[src/rtl/instr_fetch_queue.sv]
// Byte-serial instruction fetch: four acked byte beats form a word that is pushed into a DEPTH-entry queue toward IF/ID.
// Head visible combinationally; a new word starts only while the queue has room; redirect flushes everything.
module instr_fetch_queue #(
   parameter int          DEPTH    = 4,
   parameter logic [31:0] RESET_PC = 32'h0000_0000
) (
   input  logic        clk,
   input  logic        reset,
   input  logic        fetch_en,
   output logic        imem_req,
   output logic [31:0] imem_addr,
   input  logic        imem_ack,
   input  logic [7:0]  imem_rdata,
   output logic        if_valid,
   output logic [31:0] if_instr,
   output logic [31:0] if_pc,
   input  logic        id_ready,
   input  logic        redirect,
   input  logic [31:0] redirect_pc,
   output logic        misalign
);
   localparam int AW = $clog2(DEPTH);
   localparam int CW = AW + 1;
   localparam logic [CW-1:0] FULL = CW'(DEPTH);

   typedef enum logic {IDLE, FETCH} state_t;

   state_t        state;
   logic [1:0]    beat;
   logic [31:0]   fpc;
   logic [23:0]   asm_q;
   logic [CW-1:0] count;
   logic [AW-1:0] rd_ptr;
   logic [AW-1:0] wr_ptr;
   logic [31:0]   instr_mem [DEPTH];
   logic [31:0]   pc_mem [DEPTH];

   logic          ack_ok;
   logic          push;
   logic          pop;
   logic [CW-1:0] count_nxt;
   logic [31:0]   word;

   // A redirect cycle swallows any ack, push or pop so nothing stale survives the flush.
   assign imem_req  = (state == FETCH);
   assign imem_addr = fpc + {30'd0, beat};
   assign ack_ok    = imem_req && imem_ack && !redirect;
   assign push      = ack_ok && (beat == 2'd3);
   assign pop       = (count != '0) && id_ready && !redirect;
   assign count_nxt = count + CW'(push) - CW'(pop);
   assign word      = {imem_rdata, asm_q};
   assign if_valid  = (count != '0);
   assign if_instr  = instr_mem[rd_ptr];
   assign if_pc     = pc_mem[rd_ptr];

   always_ff @(posedge clk or negedge reset) begin
      if (!reset) begin
         state    <= IDLE;
         beat     <= 2'd0;
         fpc      <= RESET_PC;
         asm_q    <= '0;
         misalign <= 1'b0;
      end else begin
         misalign <= redirect && (redirect_pc[1:0] != 2'b00);
         if (redirect) begin
            state <= fetch_en ? FETCH : IDLE;
            beat  <= 2'd0;
            asm_q <= '0;
            fpc   <= {redirect_pc[31:2], 2'b00};
         end else begin
            case (state)
               IDLE: begin
                  if (fetch_en && (count < FULL))
                     state <= FETCH;
               end
               FETCH: begin
                  if (ack_ok) begin
                     if (beat == 2'd3) begin
                        fpc   <= fpc + 32'd4;
                        beat  <= 2'd0;
                        asm_q <= '0;
                        // Room is judged after this cycle's push/pop so the next word never overflows.
                        state <= (fetch_en && (count_nxt < FULL)) ? FETCH : IDLE;
                     end else begin
                        beat <= beat + 2'd1;
                        case (beat)
                           2'd0:    asm_q[7:0]   <= imem_rdata;
                           2'd1:    asm_q[15:8]  <= imem_rdata;
                           default: asm_q[23:16] <= imem_rdata;
                        endcase
                     end
                  end
               end
               default: state <= IDLE;
            endcase
         end
      end
   end

   always_ff @(posedge clk or negedge reset) begin
      if (!reset) begin
         count  <= '0;
         rd_ptr <= '0;
         wr_ptr <= '0;
         for (int i = 0; i < DEPTH; i++) begin
            instr_mem[AW'(i)] <= '0;
            pc_mem[AW'(i)]    <= '0;
         end
      end else if (redirect) begin
         count  <= '0;
         rd_ptr <= '0;
         wr_ptr <= '0;
      end else begin
         if (push) begin
            instr_mem[wr_ptr] <= word;
            pc_mem[wr_ptr]    <= fpc;
            wr_ptr            <= wr_ptr + 1'b1;
         end
         if (pop)
            rd_ptr <= rd_ptr + 1'b1;
         count <= count_nxt;
      end
   end
endmodule
[config.mk]
export PLATFORM = sky130hd
export DESIGN_NAME = instr_fetch_queue
export DESIGN_NICKNAME = d
export VERILOG_FILES = /design/src/rtl/instr_fetch_queue.sv
export SDC_FILE = /design/constraint.sdc
export NUM_CORES = 1
export LEC_CHECK = 0
export ABC_AREA = 1
export BUFFER_PORTS_ARGS = -buffer_cell sky130_fd_sc_hd__buf_2
export CAP_MARGIN = 15
export CORE_MARGIN = 5
export CORE_UTILIZATION = 60
export DETAILED_ROUTE_END_ITERATION = 7
export PLACE_DENSITY = 0.86
export REMOVE_ABC_BUFFERS = 1
export SLEW_MARGIN = 5
export SYNTH_ARGS = -nofsm -noshare
export SYNTH_HDL_FRONTEND = slang
export SYNTH_SLANG_ARGS = --single-unit
[constraint.sdc]
create_clock -name clk -period 18.5 [get_ports clk]
set_clock_uncertainty 0.15 [all_clocks]
set_input_delay 1.85 -clock clk [delete_from_list [all_inputs] [get_ports clk]]
set_output_delay 1.85 -clock clk [all_outputs]
set_load 0.03 [all_outputs]
Word-level counts from Yosys, hierarchy flattened --
Cells that the tools add are included.
Storage, ports and cells: input port bits 46, output and inout bits 99, register bits 323
Cells by class: order comparisons 5, reductions and logical operators 28, eq/ne operators 3, bitwise operators 4, mux-type cells 37, add/sub/neg operators 7
Operator list (count):
- 32-bit two-way mux | 9
- 128-bit bitwise mux | 2
- 32-bit binary-select mux with 2-bit select | 2
- 24-bit two-way mux | 4
- 32-bit demux with 2-bit select | 1
- 32-bit by 2-bit adder with 32-bit output | 1
- 32-bit by 3-bit adder with 32-bit output, second input constant | 1
- 8-bit two-way mux | 3
- 2-bit two-way mux | 8
- 3-bit AND reduction | 5
- 2-bit nonzero test | 6
- 1-bit logical AND | 9
- 3-bit nonzero test | 3
- 2-bit by 1-bit adder with 2-bit output, second input constant | 3
- 3-bit >= comparator, second input constant | 2
- 3-bit < comparator, second input constant | 2
- 1-bit two-way mux | 6
- 2-bit inverter with 3-bit output | 2
- 2-bit AND reduction | 2
- 3-bit by 1-bit adder with 3-bit output | 1
- 3-bit by 1-bit < comparator with 1-bit output, second input constant | 1
- 3-bit two-way mux | 1
- 3-bit by 1-bit != test with 1-bit output, second input constant | 1
- 3-bit by 1-bit subtractor with 3-bit output | 1
- other kinds (7) | 8

Logic depth before layout (Yosys ltp) --
Gate-level depths: netlist (run 1).
word-level depth 12, mapped depth 16

Least setup slack after synthesis (run 1) --
No wires, ideal clock.
path type input to register, from in redirect, to reg instr_mem[0] (netlist name), enable pin, buffers on the path 3, path slack 10.770 ns, arrival time 7.009 ns, cell stages on the path 6, cell sequence buf_6 inv_6 nand4_2 buf_2 buf_2 nor3b_1
Between the ends: longest elaborated chain between the ends 4, elaborated cells between the ends (all ways) 5
Ends and longest elaborated chain:
- from (decl) | line 18 | input logic redirect,
- 1-bit logical NOT | line 47 | assign ack_ok = imem_req && imem_ack && !redirect;
- 1-bit logical AND | line 47
- 1-bit logical AND | line 48 | assign push = ack_ok && (beat == 2'd3);
- 3-bit AND reduction (no line) *
- to (signal, indexed assignment) | line 115 | instr_mem[wr_ptr] <= word;
- to (decl) | line 35 | logic [31:0] instr_mem [DEPTH];
Every way passes the cells marked *; elsewhere a longest branch is shown, timed or not. A chain may end at the register's enable or synchronous reset.

Worst setup path in the final report (run 1) --
from reg rd_ptr[0], to out if_pc[14]
Between the ends: longest elaborated chain between the ends 4
Ends and longest elaborated chain:
- from (decl) | line 33 | logic [AW-1:0] rd_ptr;
- from (signal assigned) | line 120 | rd_ptr <= rd_ptr + 1'b1;
- 2-bit inverter with 3-bit output (implied by the code) | line 54 | assign if_pc = pc_mem[rd_ptr];
- 32-bit binary-select mux with 2-bit select | line 54
- 32-bit two-way mux (implied by the code) (2 in series) | line 54
- to (decl) | line 16 | output logic [31:0] if_pc,
Every way passes these cells. The select of a mux whose other input is x is not followed.

==> results of run 1 <==
[cells by family after synthesis]
group	after synthesis	share of synthesized area (%)
flops	313	61.2
other cells	1	0.0271
xor+xnor	2	0.127
buf+inv	204	6.76
fa+ha+maj	11	1.05
simple gates	557	15.9
compound gates	385	15.0
[flip-flops by register name, summed over array words and instances, names as in the netlist, 2 cells and up]
signal	flops
pc_mem	120
asm_q	24
fpc	30
instr_mem	128
beat	2
rd_ptr	2
count	3
wr_ptr	2
[worst max-delay path, stage by stage, from the launching register on]
cell and delay (ns):
dfrtp_4 0.62, clkinv_2 0.39, buf_4 0.79, o21ai_0 0.23, o22ai_1 0.32, buf_2 0.27
[cells in the mapped netlist, drive strengths merged (2+ instances only)]
master  number  area [um2]
clkinv       2        7.51
edfxtp     124        3720
nand3       40         205
a22oi        3        22.5
nand4        2        18.8
clkbuf      76         285
o21ai      302        1520
buf         40         313
nor2       180         688
dfrtp      189        4730
nand2      330        1250
inv         86         328
nor3b        2        15.0
o22ai       64         400
ha          10         125
a21oi       13         106
[final cells by class]
type                    instances  area [um2]  area share (%)
clock buffers                  38         821            5.29
clock inverters                18         251            1.62
well taps                     285         357            2.30
multi-input cells             957        4450            28.7
repair buffers                156         845            5.44
diodes                          1        2.50          0.0161
flip-flops and latches        313        8460            54.5
inverters                      88         337            2.17
[worst paths after layout]
path,slack [ns],from,end,depth (start not counted)
worst max-delay path,13.20,rd_ptr[0]$_DFFE_PN0P_,if_pc[14],5
max in group asynchronous,15.74,reset,rd_ptr[0]$_DFFE_PN0P_,2
worst max register to register,15.07,beat[0]$_DFFE_PN0P_,imem_req$_DFF_PN0_,13
worst min register to register,0.33,instr_mem[72]$_DFFE_PN0P_,instr_mem[72]$_DFFE_PN0P_,2
worst min-delay path,0.33,instr_mem[72]$_DFFE_PN0P_,instr_mem[72]$_DFFE_PN0P_,2
min in group asynchronous,1.08,reset,instr_mem[94]$_DFFE_PN0P_,1
[power groups by stage]
stage	clock network, mW	registers, mW	logic, mW
after global routing	0.692	0.847	0.604
final	0.660	0.840	0.557
after floorplan	0	0.862	0.356
after CTS	0.663	0.838	0.559
after global placement	0	0.847	0.540
after detailed placement	0	0.850	0.554
[metal layers]
metal	part of all wire, %	vias up
li1	-	5062
met1	40	5402
met2	48	530
met3	9.1	76
met4	2.6	0
met5	0	-
==> metrics.txt, run 1 <==
worst hold slack 0.334 ns; final net count 1603; Layout area overhead 12.3%; Initial Util roughly three fifths; worst slack, placed about 13 ns; PwrDens 132 nW/um2; buffers added on ports 142; drc violations 0; # resized after CTS 0; Slew Viols, Final 0; logic gate share of total power 27.1%; Final WS setup 13.20 ns; most common cell after layout, fill and taps aside nand2_1; wire per inst 18.8 um; Skew-Pair Late Insertion Delay 0.56 ns; final setup violation count 0; initial antenna violation count 1; Post-CTS Hold Fix Bufs 0; layout cell share with drive strength beyond 1 around 14%; Worst setup EP type output pin; I/O pin count 145; prevailing post-synth register cell dfrtp_1; Final Util 68.6%; WP data required roughly 17 ns; commonest non-fill, non-tap cells in the layout nand2_1 (327), o21ai_0 (237), dfrtp_1 (187); vias post-DR 11100; post-DP HPWL 20.8 mm; Pint 1.33 mW; GPL Wtd Cong 0.929; slew of the pin with the lowest slew margin 1.06 ns; fin cells 1856; Synth async-reset ratio 60.4%; Most Used Layer, Global Route met2; Crit Path Max Fanout 94; grt met3 use 5.33%; Worst Path Arrival 3.30 ns; Clock Power Share 32.1%; GR Layer Usage met1 36.4%; register area share after synthesis 61.2%; Avg Cell Area, Syn 9.38 um2; status finished, final reports clean; Post-synth EDFFs between 100 and 150; Fill cells 1651; met2 usage 42.4%; crit start category register; fin crit share 28.6%; Rows 55; Clk pin slew, worst setup/hold paths 0.06 ns; Die Y 162 um; maximum vdd drop 0.105 mV; Post-Syn Instances around 1500; CTS tree done; CTS Buf Count 30; combined area of all synthesized cells between 10000 and 15000 um2; critical path type register to output pin; Final Hold Violating Endpoints 0; H-Tree Depth 1; CTS max path bufs 3; Psw 0.721 mW; Relative slew margins 29.6%; Setup TNS 0 ns; largest net degree at the start of global routing ~110; register bit total from synthesis 313; DR pass1 iterations 5; power share of the sequential group 40.8%; Die W ~160 um; Max Fclk about 0.19 GHz; RSZ-0062 raised after global routing false; placed cell area between 10000 and 15000 um2; Tightest Hold Check Type register to register; GR Overflow Total 0; vias in the first global route 10800; root buf cell clkbuf_16; min Tclk post-route ~5.3 ns; Via density 5.96; first-pass GRT wire length 55.8 mm; Post-DRT Antenna Nets 0; Distinct cells, synth 41; Placed Instances 1798; synth warn 0; MaxCap Viol Count 0; core area about 23000 um2; clk sinks 313; fin area 15500 um2; Global Route Usage Sum 26.2%; Die Area 26200 um2; sw frac 35.1%; initial DRC count 1363; post-CTS setup buffers 0; Final Power 2.06 mW; P_leak 6.80 nW; final wirelength 34.9 mm
(Power assumes the default switching activity.)
==> run 2: changes to the inputs <==
- CORE_UTILIZATION: 60 -> 59
- PLACE_DENSITY: 0.86 -> 0.85
- clock period: 18.5 -> 5 ns (I/O delays scaled with it)
==> run 2 against run 1 <==
  * Sequential share of layout area fell by 0.55 points
  * Clock power rose to 3.6 times the previous value
  * Via count fell by 0.27%
  * Worst setup slack got worse by 12 ns
  * Sequential power rose to 3.7 times the previous value
  * Core utilization fell by 1.2 points
  * Critical endpoint is now if_pc[29]
  * Largest cell class unchanged
  * Highest routed layer unchanged
==> metrics.txt, run 2 (synthesis gave the netlist of run 1 again) <==
status finished, final reports clean (unchanged); H-Tree Depth 1 (unchanged); final setup violation count 0 (unchanged); Clk pin slew, worst setup/hold paths 0.06 ns (about the same); Via density 5.80 (was 5.96); Final Hold Violating Endpoints 0 (unchanged); WP data required 4.35 ns (was 16.50 ns); Top reg by flops instr_mem (unchanged); Worst Path Arrival 3.15 ns (was 3.30 ns); GR Overflow Total 0 (unchanged); core area 23300 um2 (was 22600 um2); Regs by FF count instr_mem (128), pc_mem (120), fpc (30) (unchanged); Post-CTS Hold Fix Bufs 11 (was 0); Worst setup EP type output pin (unchanged); most common cell after layout, fill and taps aside nand2_1 (unchanged); Crit Path Max Fanout 64 (was 94); Global Route Usage Sum 26.9% (was 26.2%); clk sinks 313 (unchanged); drc violations 0 (unchanged); Max Fclk 0.263 GHz; final wirelength 35.8 mm (was 34.9 mm); largest net degree at the start of global routing 100 (was 111); min Tclk post-route about 3.8 ns; Psw 2.67 mW (was 0.721 mW); Rows 56 (was 55); initial DRC count 1137 (was 1363); Fill cells 1786 (was 1651); sw frac 35.3% (was 35.1%); commonest non-fill, non-tap cells in the layout nand2_1 (327), o21ai_0 (237), dfrtp_1 (187) (unchanged); vias post-DR 11000 (was 11100); buffers added on ports 142 (unchanged); Tightest Hold Check Type input pin to register (was register to register); CTS tree done (unchanged); # diodes 0 (was 1); CTS Buf Count 31 (was 30); logic gate share of total power 27.2% (was 27.1%); Initial Util 59.4% (was 61.0%); GPL Wtd Cong 0.860 (was 0.929); crit start category register (unchanged); DR pass1 iterations 6 (was 5); post-CTS setup buffers 0 (unchanged); initial antenna violation count 0 (was 1); Die W 163 um (was 162 um); maximum vdd drop 0.325 mV (was 0.105 mV); wire per inst 18.8 um (about the same); Die Area 26600 um2 (was 26200 um2); Layout area overhead 13.5% (was 12.3%); layout cell share with drive strength beyond 1 14.6% (was 14.5%); PwrDens 482 nW/um2 (was 132 nW/um2); Setup TNS 0 ns (unchanged); Pint 4.89 mW (was 1.33 mW); # resized after CTS 0 (unchanged); post-DP HPWL 21.6 mm (was 20.8 mm); FF/Latch Area 8460 um2 (unchanged); MaxCap Viol Count 0 (unchanged); fin crit share 76.0%; RSZ-0062 raised after global routing false (unchanged); Slew Viols, Final 0 (unchanged); Post-DRT Antenna Nets 0 (unchanged); fin cells 1903 (was 1856); area of the multi-input gates 4450 um2 (unchanged); Skew-Pair Late Insertion Delay 0.58 ns (was 0.56 ns); max FFs per register 128 (unchanged); P_leak 6.86 nW (was 6.80 nW); power share of the sequential group 41.3% (was 40.8%); worst hold slack 0.0229 ns (was 0.334 ns); Clock Power Share 31.5% (was 32.1%); slew of the pin with the lowest slew margin 0.997 ns (was 1.06 ns); I/O pin count 145 (unchanged); Die Y 163 um (was 162 um); final net count 1616 (was 1603); Placed Instances 1833 (was 1798); Relative slew margins 33.5% (was 29.6%); root buf cell clkbuf_16 (unchanged); CTS max path bufs 3 (unchanged); first-pass GRT wire length 57.1 mm (was 55.8 mm); critical path type register to output pin (unchanged); vias in the first global route 11000 (was 10800)
-- run 2: cell count changes in the layout (fill, tap and decap cells not counted) --
cell,change
clkinv_2,+1
clkbuf_1,+3
clkinv_1,-4
clkbuf_16,+2
buf_16,-1
clkbuf_8,+5
buf_12,+2
bufinv_16,-4
clkinv_4,-1
clkinv_8,-1
inv_16,+1
dlygate4sd3_1,+11
diode_2,-1
-- run 2: final timing paths --
check	endpoint	from	slack, ns	cells after the start
setup reg to reg	pc_mem[122]$_DFFE_PN0P_	beat[0]$_DFFE_PN0P_	2.16	7
hold reg to reg	instr_mem[95]$_DFFE_PN0P_	instr_mem[95]$_DFFE_PN0P_	0.33	2
min in group asynchronous	instr_mem[115]$_DFFE_PN0P_	reset	0.29	2
max in group asynchronous	rd_ptr[0]$_DFFE_PN0P_	reset	2.93	3
hold / removal	fpc[5]$_DFFE_PN0P_	redirect_pc[5]	0.02	3
setup / recovery	if_pc[29]	rd_ptr[0]$_DFFE_PN0P_	1.20	5
-- run 2: cell type report --
cell class              count  share of cell area (%)
flip-flops and latches    313                    53.9
multi-input cells         957                    28.4
repair buffers            168                    6.17
clock buffers              48                    6.06
well taps                 319                    2.55
inverters                  88                    2.15
clock inverters            10                   0.742
-- run 2: power by group through the flow --
stage / clock, mW / sequential [mW] / combinational [mW]
2_1_floorplan: 0 / 3.19 / 1.32
5_1_grt: 2.51 / 3.15 / 2.22
3_3_place_gp: 0 / 3.15 / 2.00
4_1_cts: 2.41 / 3.11 / 2.06
6_report: 2.38 / 3.12 / 2.06
3_5_place_dp: 0 / 3.16 / 2.04
-- run 2: routing by layer --
metal,track usage [%],wire length [um],up-vias
met5,0,0,-
met4,8.01,1050,0
met3,5.78,3420,80
met2,44.8,17400,554
met1,36.0,13900,5320
li1,-,-,5086
-- run 2: critical path: stages, from the launching register on --
cell and delay, ns:
dfrtp_4 0.71, clkinv_2 0.80, buf_12 0.50, o21ai_0 0.21, o22ai_1 0.12, buf_2 0.19
-- run 2: through the flow --
stage               util [%]  power, mW  area [um2]  setup slack [ns]
floorplan                  -       4.51       13200             -1.65
global placement        62.3       5.14       14500              1.88
CTS                     67.3       7.58       15700              1.22
detailed placement      62.3       5.20       14500              1.84
finish                  67.4       7.56       15700              1.20
global route            67.4       7.89       15700              1.03
